--- src/rtl/hazard_unit.sv ---
// ============================================================================
// Module   : hazard_unit
// Function : RAW/flag hazard detection, stall/bubble/flush and EX forwarding
//            selects for the 5-stage 19-bit-instruction pipeline.
//            Optional macro HAZARD_FWD_EN enables operand forwarding.
// Revision : 1.0
// ============================================================================
`default_nettype none

module hazard_unit #(
    parameter int REG_AW = 3,
    parameter int PERF_W = 16
) (
    input  logic              clk,
    input  logic              reset,
    input  logic              id_valid,
    input  logic [REG_AW-1:0] id_rs_a,
    input  logic [REG_AW-1:0] id_rs_b,
    input  logic              id_uses_a,
    input  logic              id_uses_b,
    input  logic [REG_AW-1:0] id_rd,
    input  logic              id_reg_write,
    input  logic              id_is_load,
    input  logic              id_writes_flag,
    input  logic              id_reads_flag,
    input  logic              id_redirect,
    output logic              stall,
    output logic              bubble,
    output logic              flush,
    output logic [1:0]        fwd_a,
    output logic [1:0]        fwd_b,
    output logic [PERF_W-1:0] perf_stalls
);

    logic              ex_vld, ex_wr, ex_ld, ex_fw;
    logic [REG_AW-1:0] ex_rd;
    logic              mem_vld, mem_wr;
    logic [REG_AW-1:0] mem_rd;
    logic              wb_vld, wb_wr;
    logic [REG_AW-1:0] wb_rd;

    logic hit_ex_a, hit_ex_b, hit_mem_a, hit_mem_b, hit_wb_a, hit_wb_b;
    logic load_use, flag_haz, raw_stall;

    always_comb begin
        hit_ex_a  = ex_vld  & ex_wr  & (ex_rd  == id_rs_a) & id_uses_a & id_valid;
        hit_ex_b  = ex_vld  & ex_wr  & (ex_rd  == id_rs_b) & id_uses_b & id_valid;
        hit_mem_a = mem_vld & mem_wr & (mem_rd == id_rs_a) & id_uses_a & id_valid;
        hit_mem_b = mem_vld & mem_wr & (mem_rd == id_rs_b) & id_uses_b & id_valid;
        hit_wb_a  = wb_vld  & wb_wr  & (wb_rd  == id_rs_a) & id_uses_a & id_valid;
        hit_wb_b  = wb_vld  & wb_wr  & (wb_rd  == id_rs_b) & id_uses_b & id_valid;
    end

    always_comb begin
        load_use = ex_ld & (hit_ex_a | hit_ex_b);
        // C/Z only settle at the end of EX, so a flag consumer must wait one cycle.
        flag_haz = id_reads_flag & ex_vld & ex_fw;
`ifdef HAZARD_FWD_EN
        raw_stall = 1'b0;
`else
        raw_stall = hit_ex_a | hit_ex_b | hit_mem_a | hit_mem_b | hit_wb_a | hit_wb_b;
`endif
        stall  = load_use | flag_haz | raw_stall;
        bubble = stall;
        flush  = id_redirect & id_valid & ~stall & ~reset;
    end

    always_ff @(posedge clk or posedge reset) begin
        if (reset) begin
            ex_vld  <= 1'b0;
            ex_rd   <= '0;
            ex_wr   <= 1'b0;
            ex_ld   <= 1'b0;
            ex_fw   <= 1'b0;
            mem_vld <= 1'b0;
            mem_rd  <= '0;
            mem_wr  <= 1'b0;
            wb_vld  <= 1'b0;
            wb_rd   <= '0;
            wb_wr   <= 1'b0;
        end else begin
            ex_vld  <= id_valid & ~bubble;
            ex_rd   <= id_rd;
            ex_wr   <= id_reg_write;
            ex_ld   <= id_is_load;
            ex_fw   <= id_writes_flag;
            mem_vld <= ex_vld;
            mem_rd  <= ex_rd;
            mem_wr  <= ex_wr;
            wb_vld  <= mem_vld;
            wb_rd   <= mem_rd;
            wb_wr   <= mem_wr;
        end
    end

`ifdef HAZARD_FWD_EN
    logic [1:0] sel_a, sel_b;

    always_comb begin
        sel_a = 2'b00;
        sel_b = 2'b00;
        if (hit_ex_a)       sel_a = 2'b01;
        else if (hit_mem_a) sel_a = 2'b10;
        else if (hit_wb_a)  sel_a = 2'b11;
        if (hit_ex_b)       sel_b = 2'b01;
        else if (hit_mem_b) sel_b = 2'b10;
        else if (hit_wb_b)  sel_b = 2'b11;
    end

    always_ff @(posedge clk or posedge reset) begin
        if (reset) begin
            fwd_a <= 2'b00;
            fwd_b <= 2'b00;
        end else begin
            fwd_a <= bubble ? 2'b00 : sel_a;
            fwd_b <= bubble ? 2'b00 : sel_b;
        end
    end
`else
    assign fwd_a = 2'b00;
    assign fwd_b = 2'b00;
`endif

    always_ff @(posedge clk or posedge reset) begin
        if (reset) begin
            perf_stalls <= '0;
        end else if (stall && (perf_stalls != {PERF_W{1'b1}})) begin
            perf_stalls <= perf_stalls + PERF_W'(1);
        end
    end

endmodule

`default_nettype wire

--- config.mk ---
export PLATFORM = sky130hd
export DESIGN_NAME = hazard_unit
export DESIGN_NICKNAME = d
export VERILOG_FILES = /design/src/rtl/hazard_unit.sv
export SDC_FILE = /design/constraint.sdc
export NUM_CORES = 1
export LEC_CHECK = 0
export CAP_MARGIN = 25
export CORE_AREA = 2 2 73 54
export DETAILED_ROUTE_END_ITERATION = 6
export DIE_AREA = 0 0 75 56
export GPL_ROUTABILITY_DRIVEN = 0
export PLACE_DENSITY = 0.86
export SYNTH_ARGS = -nofsm -noshare
export SYNTH_HDL_FRONTEND = slang
export SYNTH_SLANG_ARGS = --single-unit
--- constraint.sdc ---
create_clock -name clk -period 2.4 [get_ports clk]
set_input_delay 0.36 -clock clk [delete_from_list [all_inputs] [get_ports clk]]
set_output_delay 0.36 -clock clk [all_outputs]
set_load 0.01 [all_outputs]
-- Yosys cells after proc, flatten, opt, wreduce, memory -nomap -nowiden
Cells that the tools add are included.
- flip-flop bits (word level): 33
- input port bits: 19
- output and inout bits: 23
- logic and storage cells: 58
- add/subtract/negate cells: 1
- equality and inequality tests: 7
- bitwise gates (word level): 37
- reduce and logical (&&, ||, !) cells: 1
- operators by type and width (operator ; count):
    1-bit AND ; 28
    3-bit equality test ; 6
    16-bit by 1-bit adder with 16-bit output (second input constant) ; 1
    16-bit inequality test (second input constant) ; 1
    1-bit bitwise OR ; 7
    1-bit inverter ; 2
    1-bit logical AND ; 1

-- Logic depth before layout (Yosys ltp)
- depth in word-level cells: 13
- gate-level depth with buffers: 7
- mapped depth without buffers: 7

-- Worst setup path after synthesis
OpenSTA, ideal clock, no wires.
- path kind: flip-flop to output port
- start point: reg mem_rd[0]
- end point: out stall
- arrival: 1627 ps
- data required time: 2040 ps
- path slack: 413 ps
- stages on the path, launching flop included: 8
- path buffers: 2
- path through: dfrtp_1 > xnor2_1 > nand4_1 > a211oi_2 > a2111oi_4 > buf_6 > inv_2 > buf_4
- word-level cells in the longest chain between the ends: 9
- elaborated cells on any way between the ends: 13
- classes of those cells: 2 x eq/ne; 11 x bitwise
- ends and longest elaborated chain (what ; line ; source):
    from (decl) ; 38 ; logic [REG_AW-1:0] mem_rd;
    from (signal assigned) ; 88 ; mem_rd <= ex_rd;
    3-bit equality test ; 48 ; hit_mem_a = mem_vld & mem_wr & (mem_rd == id_rs_a) & id_uses_a & id_valid;
    1-bit AND (3 in a row) ; 48 ;
    1-bit bitwise OR ; 61 ; raw_stall = hit_ex_a | hit_ex_b | hit_mem_a | hit_mem_b | hit_wb_a | hit_wb_b;
    1-bit bitwise OR * (3 in a row) ; 61 ;
    1-bit bitwise OR * ; 63 ; stall = load_use | flag_haz | raw_stall;
    to (decl) ; 27 ; output logic stall,
Every way passes the cells marked *; elsewhere a longest branch is shown, timed or not.

-- Worst setup path in the final report
- start point: reg ex_rd[2]
- end point: out flush
- word-level cells in the longest chain between the ends: 13
- elaborated cells on any way between the ends: 19
- classes of those cells: 2 x eq/ne; 17 x bitwise
- ends and longest elaborated chain (what ; line ; source):
    from (decl) ; 36 ; logic [REG_AW-1:0] ex_rd;
    from (signal assigned) ; 83 ; ex_rd <= id_rd;
    3-bit equality test, on equally long branches ; 46, 47 ;
    1-bit AND, on equally long branches (3 in a row) ; 46, 47 ;
    1-bit bitwise OR * ; 55, 61 ;
    1-bit bitwise OR (4 in a row) ; 61 ;
    1-bit bitwise OR * ; 63 ;
    1-bit inverter * ; 65 ; flush = id_redirect & id_valid & ~stall & ~reset;
    1-bit AND * (2 in a row) ; 65 ;
    to (decl) ; 29 ; output logic flush,
Marks and branches as above.

==> impl_metrics.py <==
metrics = {
    "run_status": {
        "status": "completed",
    },
    "floorplanning": {
        "rows": 18,
        "initial_core_util_pct": 46.44,
        "fp.dieH_um": 56,
        "io_pins": 42,
        "core_um2": 3446,
        "die_w_um": 75,
        "die_area_um2": 4200,
    },
    "setup_path": {
        "worstPathMaxFanout": 3,
        "r2r_end": "perf_stalls[1]$_DFFE_PP0P_",
        "end_kind": "output pin",
        "cp_top_family": "compound AO/OA/AOI/OAI gates",
        "r2r_cells": 7,
        "regToRegStartpoint": "mem_rd[0]$_DFF_PP0_",
        "max_stage_delay_ps": 440,
        "worstPathCellList": "xnor2_1 -> nand4_1 -> nand2_1 -> a22o_1 -> a2111oi_4 -> and3_1 -> buf_2",
        "arrival_ps": 1960,
        "path_buf_inv": 1,
        "cp_slowest_cell": "dfrtp_2",
        "worstSetupStartpointType": "register",
        "ff2ff_setup_slack_ps": 290,
        "required_ps": 2040,
        "crit_type": "register to output pin",
    },
    "grt": {
        "overflow": 0,
        "grt_pass1_wl_um": 5968,
        "grt_max_degree": 33,
        "grt_util_all_layers_pct": 19.16,
        "antenna_found_initial": 0,
        "grt_pass1_vias": 1277,
    },
    "clock_network": {
        "h-tree-depth": 2,
        "worstSkewPairLatency_ps": 290,
        "cts_tree": "done",
        "cts_buffers": 5,
        "path_clk_slew_ps": 70,
        "cts.sinks": 32,
        "cts_buffer_depth": 2,
        "root_buffer": "clkbuf_8",
    },
    "synth": {
        "synth_seq_cells": 32,
        "netlist_area_um2": 1600,
        "yosysSeqAreaShare_pct": 50.04,
        "yosys_warnings": 0,
        "synthFlopType": "dfrtp_1",
        "synth_edf_count": 0,
        "syn_avg_cell_area_um2": 11.85,
        "async_flop_share_pct": 100.0,
        "yosys.cell_types.count": 31,
        "synthCells": 135,
    },
    "route": {
        "vias": 1162,
        "dr.pass1.iters": 4,
        "drtIter0Drc": 29,
        "wirelength_um": 3595,
        "drc": 0,
        "avgRoutedWirePerCell_um": 15.04,
        "avgViaCountPerCell": 4.862,
        "ant_nets": 0,
    },
    "sta": {
        "maxSlewViolCount": 0,
        "period_minus_slack_ps": 2316,
        "whs_ps": 386.6,
        "fin_tns_setup_ps": 0,
        "hold_violations": 0,
        "grt_setup_unrepaired": "yes",
        "fin_ws_ps": 83.83,
        "setup-violations-final": 0,
        "fmax_ghz": 0.4317,
        "finalCritPeriodShare_pct": 96.51,
        "finalClockSkew_ps": 6.250,
    },
    "hold_path": {
        "hold_class": "register to register",
        "min_to": "wb_wr$_DFF_PP0_",
        "worstHoldStart": "mem_wr$_DFF_PP0_",
        "hold_depth": 0,
    },
    "final_layout": {
        "nFillCells": 266,
        "synthToLayoutAreaGrowth_pct": 39.56,
        "layout-drive-gt1-share_pct": 26.98,
        "finalInstanceArea_um2": 2233,
        "insertedDiodeCount": 0,
        "final_nets": 208,
    },
    "placed_design": {
        "place_area_um2": 2079,
        "post-place-ws_ps": -414.0,
        "dp_hpwl_um": 2714,
        "numPortBuffers": 36,
    },
    "power": {
        "p_total_mw": 1.585,
        "power.density_nw_per_um2": 709.6,
        "leakage_nw": 0.9817,
        "ir_worst_vdd_mv": 0.5372,
    },
    "run": {
        "cap_viol_max_count": 0,
    },
}
[power by group]
| part | switching (mW) | internal, mW |
|---|---|---|
| Combinational | 0.160 | 0.212 |
| Sequential | 0.0930 | 0.608 |
| Clock | 0.206 | 0.307 |
[stage by stage]
| step | utilization [%] | cells |
|---|---|---|
| after CTS | 64.49 | 238 |
| after global placement | 60.35 | 230 |
| final | 64.81 | 239 |
| after detailed placement | 60.35 | 230 |
| after floorplan | - | 138 |
| after global routing | 64.81 | 239 |
[state kept, by name, summed over array words and instances, names as in the netlist]
name,count
perf_stalls,16
ex_rd,3
mem_rd,3
wb_rd,3
ex_fw,1
ex_vld,1
ex_wr,1
mem_vld,1
mem_wr,1
wb_vld,1
wb_wr,1
[how the worst max path moves through the flow]
stage	from	endpoint	slack (ps)	depth (start not counted)
final	ex_rd[2]$_DFF_PP0_	flush	80	7
after global routing	ex_rd[1]$_DFF_PP0_	flush	-20	7
after CTS	ex_rd[2]$_DFF_PP0_	flush	40	7
after detailed placement	id_rs_b[0]	flush	-410	8
after global placement	id_rs_b[2]	flush	-370	8
after floorplan	mem_rd[0]$_DFF_PP0_	stall	410	7
[area by class of cell]
class                      count  area (um^2)  area share (%)
inverter                       3        11.26          0.5042
multi-input combinational     95        778.2           34.85
sequential                    32        803.3           35.97
tap                           50        62.56           2.801
clock inverter                 3        42.54           1.905
clock buffer                   5        68.82           3.081
timing repair buffer          51        466.7           20.90
[repair_timing]
item	4_1_cts	5_1_grt
resized for setup	20	4
setup endpoints to repair	3	1
hold buffers	0	0
buffers inserted	0	1
pin swaps	6	6
[Yosys cell counts (2+ instances only)]
cell type	number	share of area (%)
nor2_2	4	1.6
xor2_1	15	8.2
nand4_2	2	1.6
nand2_1	7	1.6
nor4_1	5	2.0
buf_4	5	2.3
and3_1	4	1.6
xnor2_1	18	9.9
nand4_1	6	2.3
and4_1	2	1.1
dfrtp_1	32	50
nor3_2	5	3.1
a21oi_1	2	0.63
inv_1	2	0.47
nand3_1	10	3.1
[worst register-to-register path: stages, from the launching register on]
cell	delay [ps]
dfrtp_1	440
xnor2_1	150
nand4_1	170
a211oi_2	110
a2111oi_4	430
buf_4	320
nor2_2	90
mux2_4	290
[cell usage in the layout (no fill, tap or decap), types with 3 or more instances in the layout]
master	instances
dfrtp_1	30
clkdlybuf4s50_1	27
xnor2_1	15
xor2_1	15
buf_4	14
nand3_1	10
nand2_1	7
nand4_1	6
dlygate4sd2_1	6
nor3_2	5
nor4_1	5
clkbuf_8	5
and3_1	4
nor2_2	4
conb_1	4
xnor2_2	3
[cell families (layout without fill, tap and decap cells)]
| family | Yosys count | after routing | share of synthesized area, % |
|---|---|---|---|
| AND/OR/NAND/NOR | 49 | 49 | 20.33 |
| other | 1 | 4 | 0.2343 |
| AO/OA/AOI/OAI | 7 | 7 | 5.160 |
| adder cells (fa/ha/maj) | 1 | 1 | 0.7817 |
| buffers and inverters | 11 | 62 | 4.457 |
| XOR/XNOR | 33 | 33 | 18.06 |
| flip-flops | 32 | 32 | 50.04 |
| multiplexers | 1 | 1 | 0.9380 |
[layer usage]
metal  share of wire [%]  vias to the layer above  global-route usage, %
met5                   0                        -                      0
met4                0.42                        0                  5.612
met3                 5.0                        2                  6.159
met2                  46                       29                  29.07
met1                  49                      565                  26.04
li1                    -                      566                      -
Note: power is estimated with default switching activity, not from simulation.
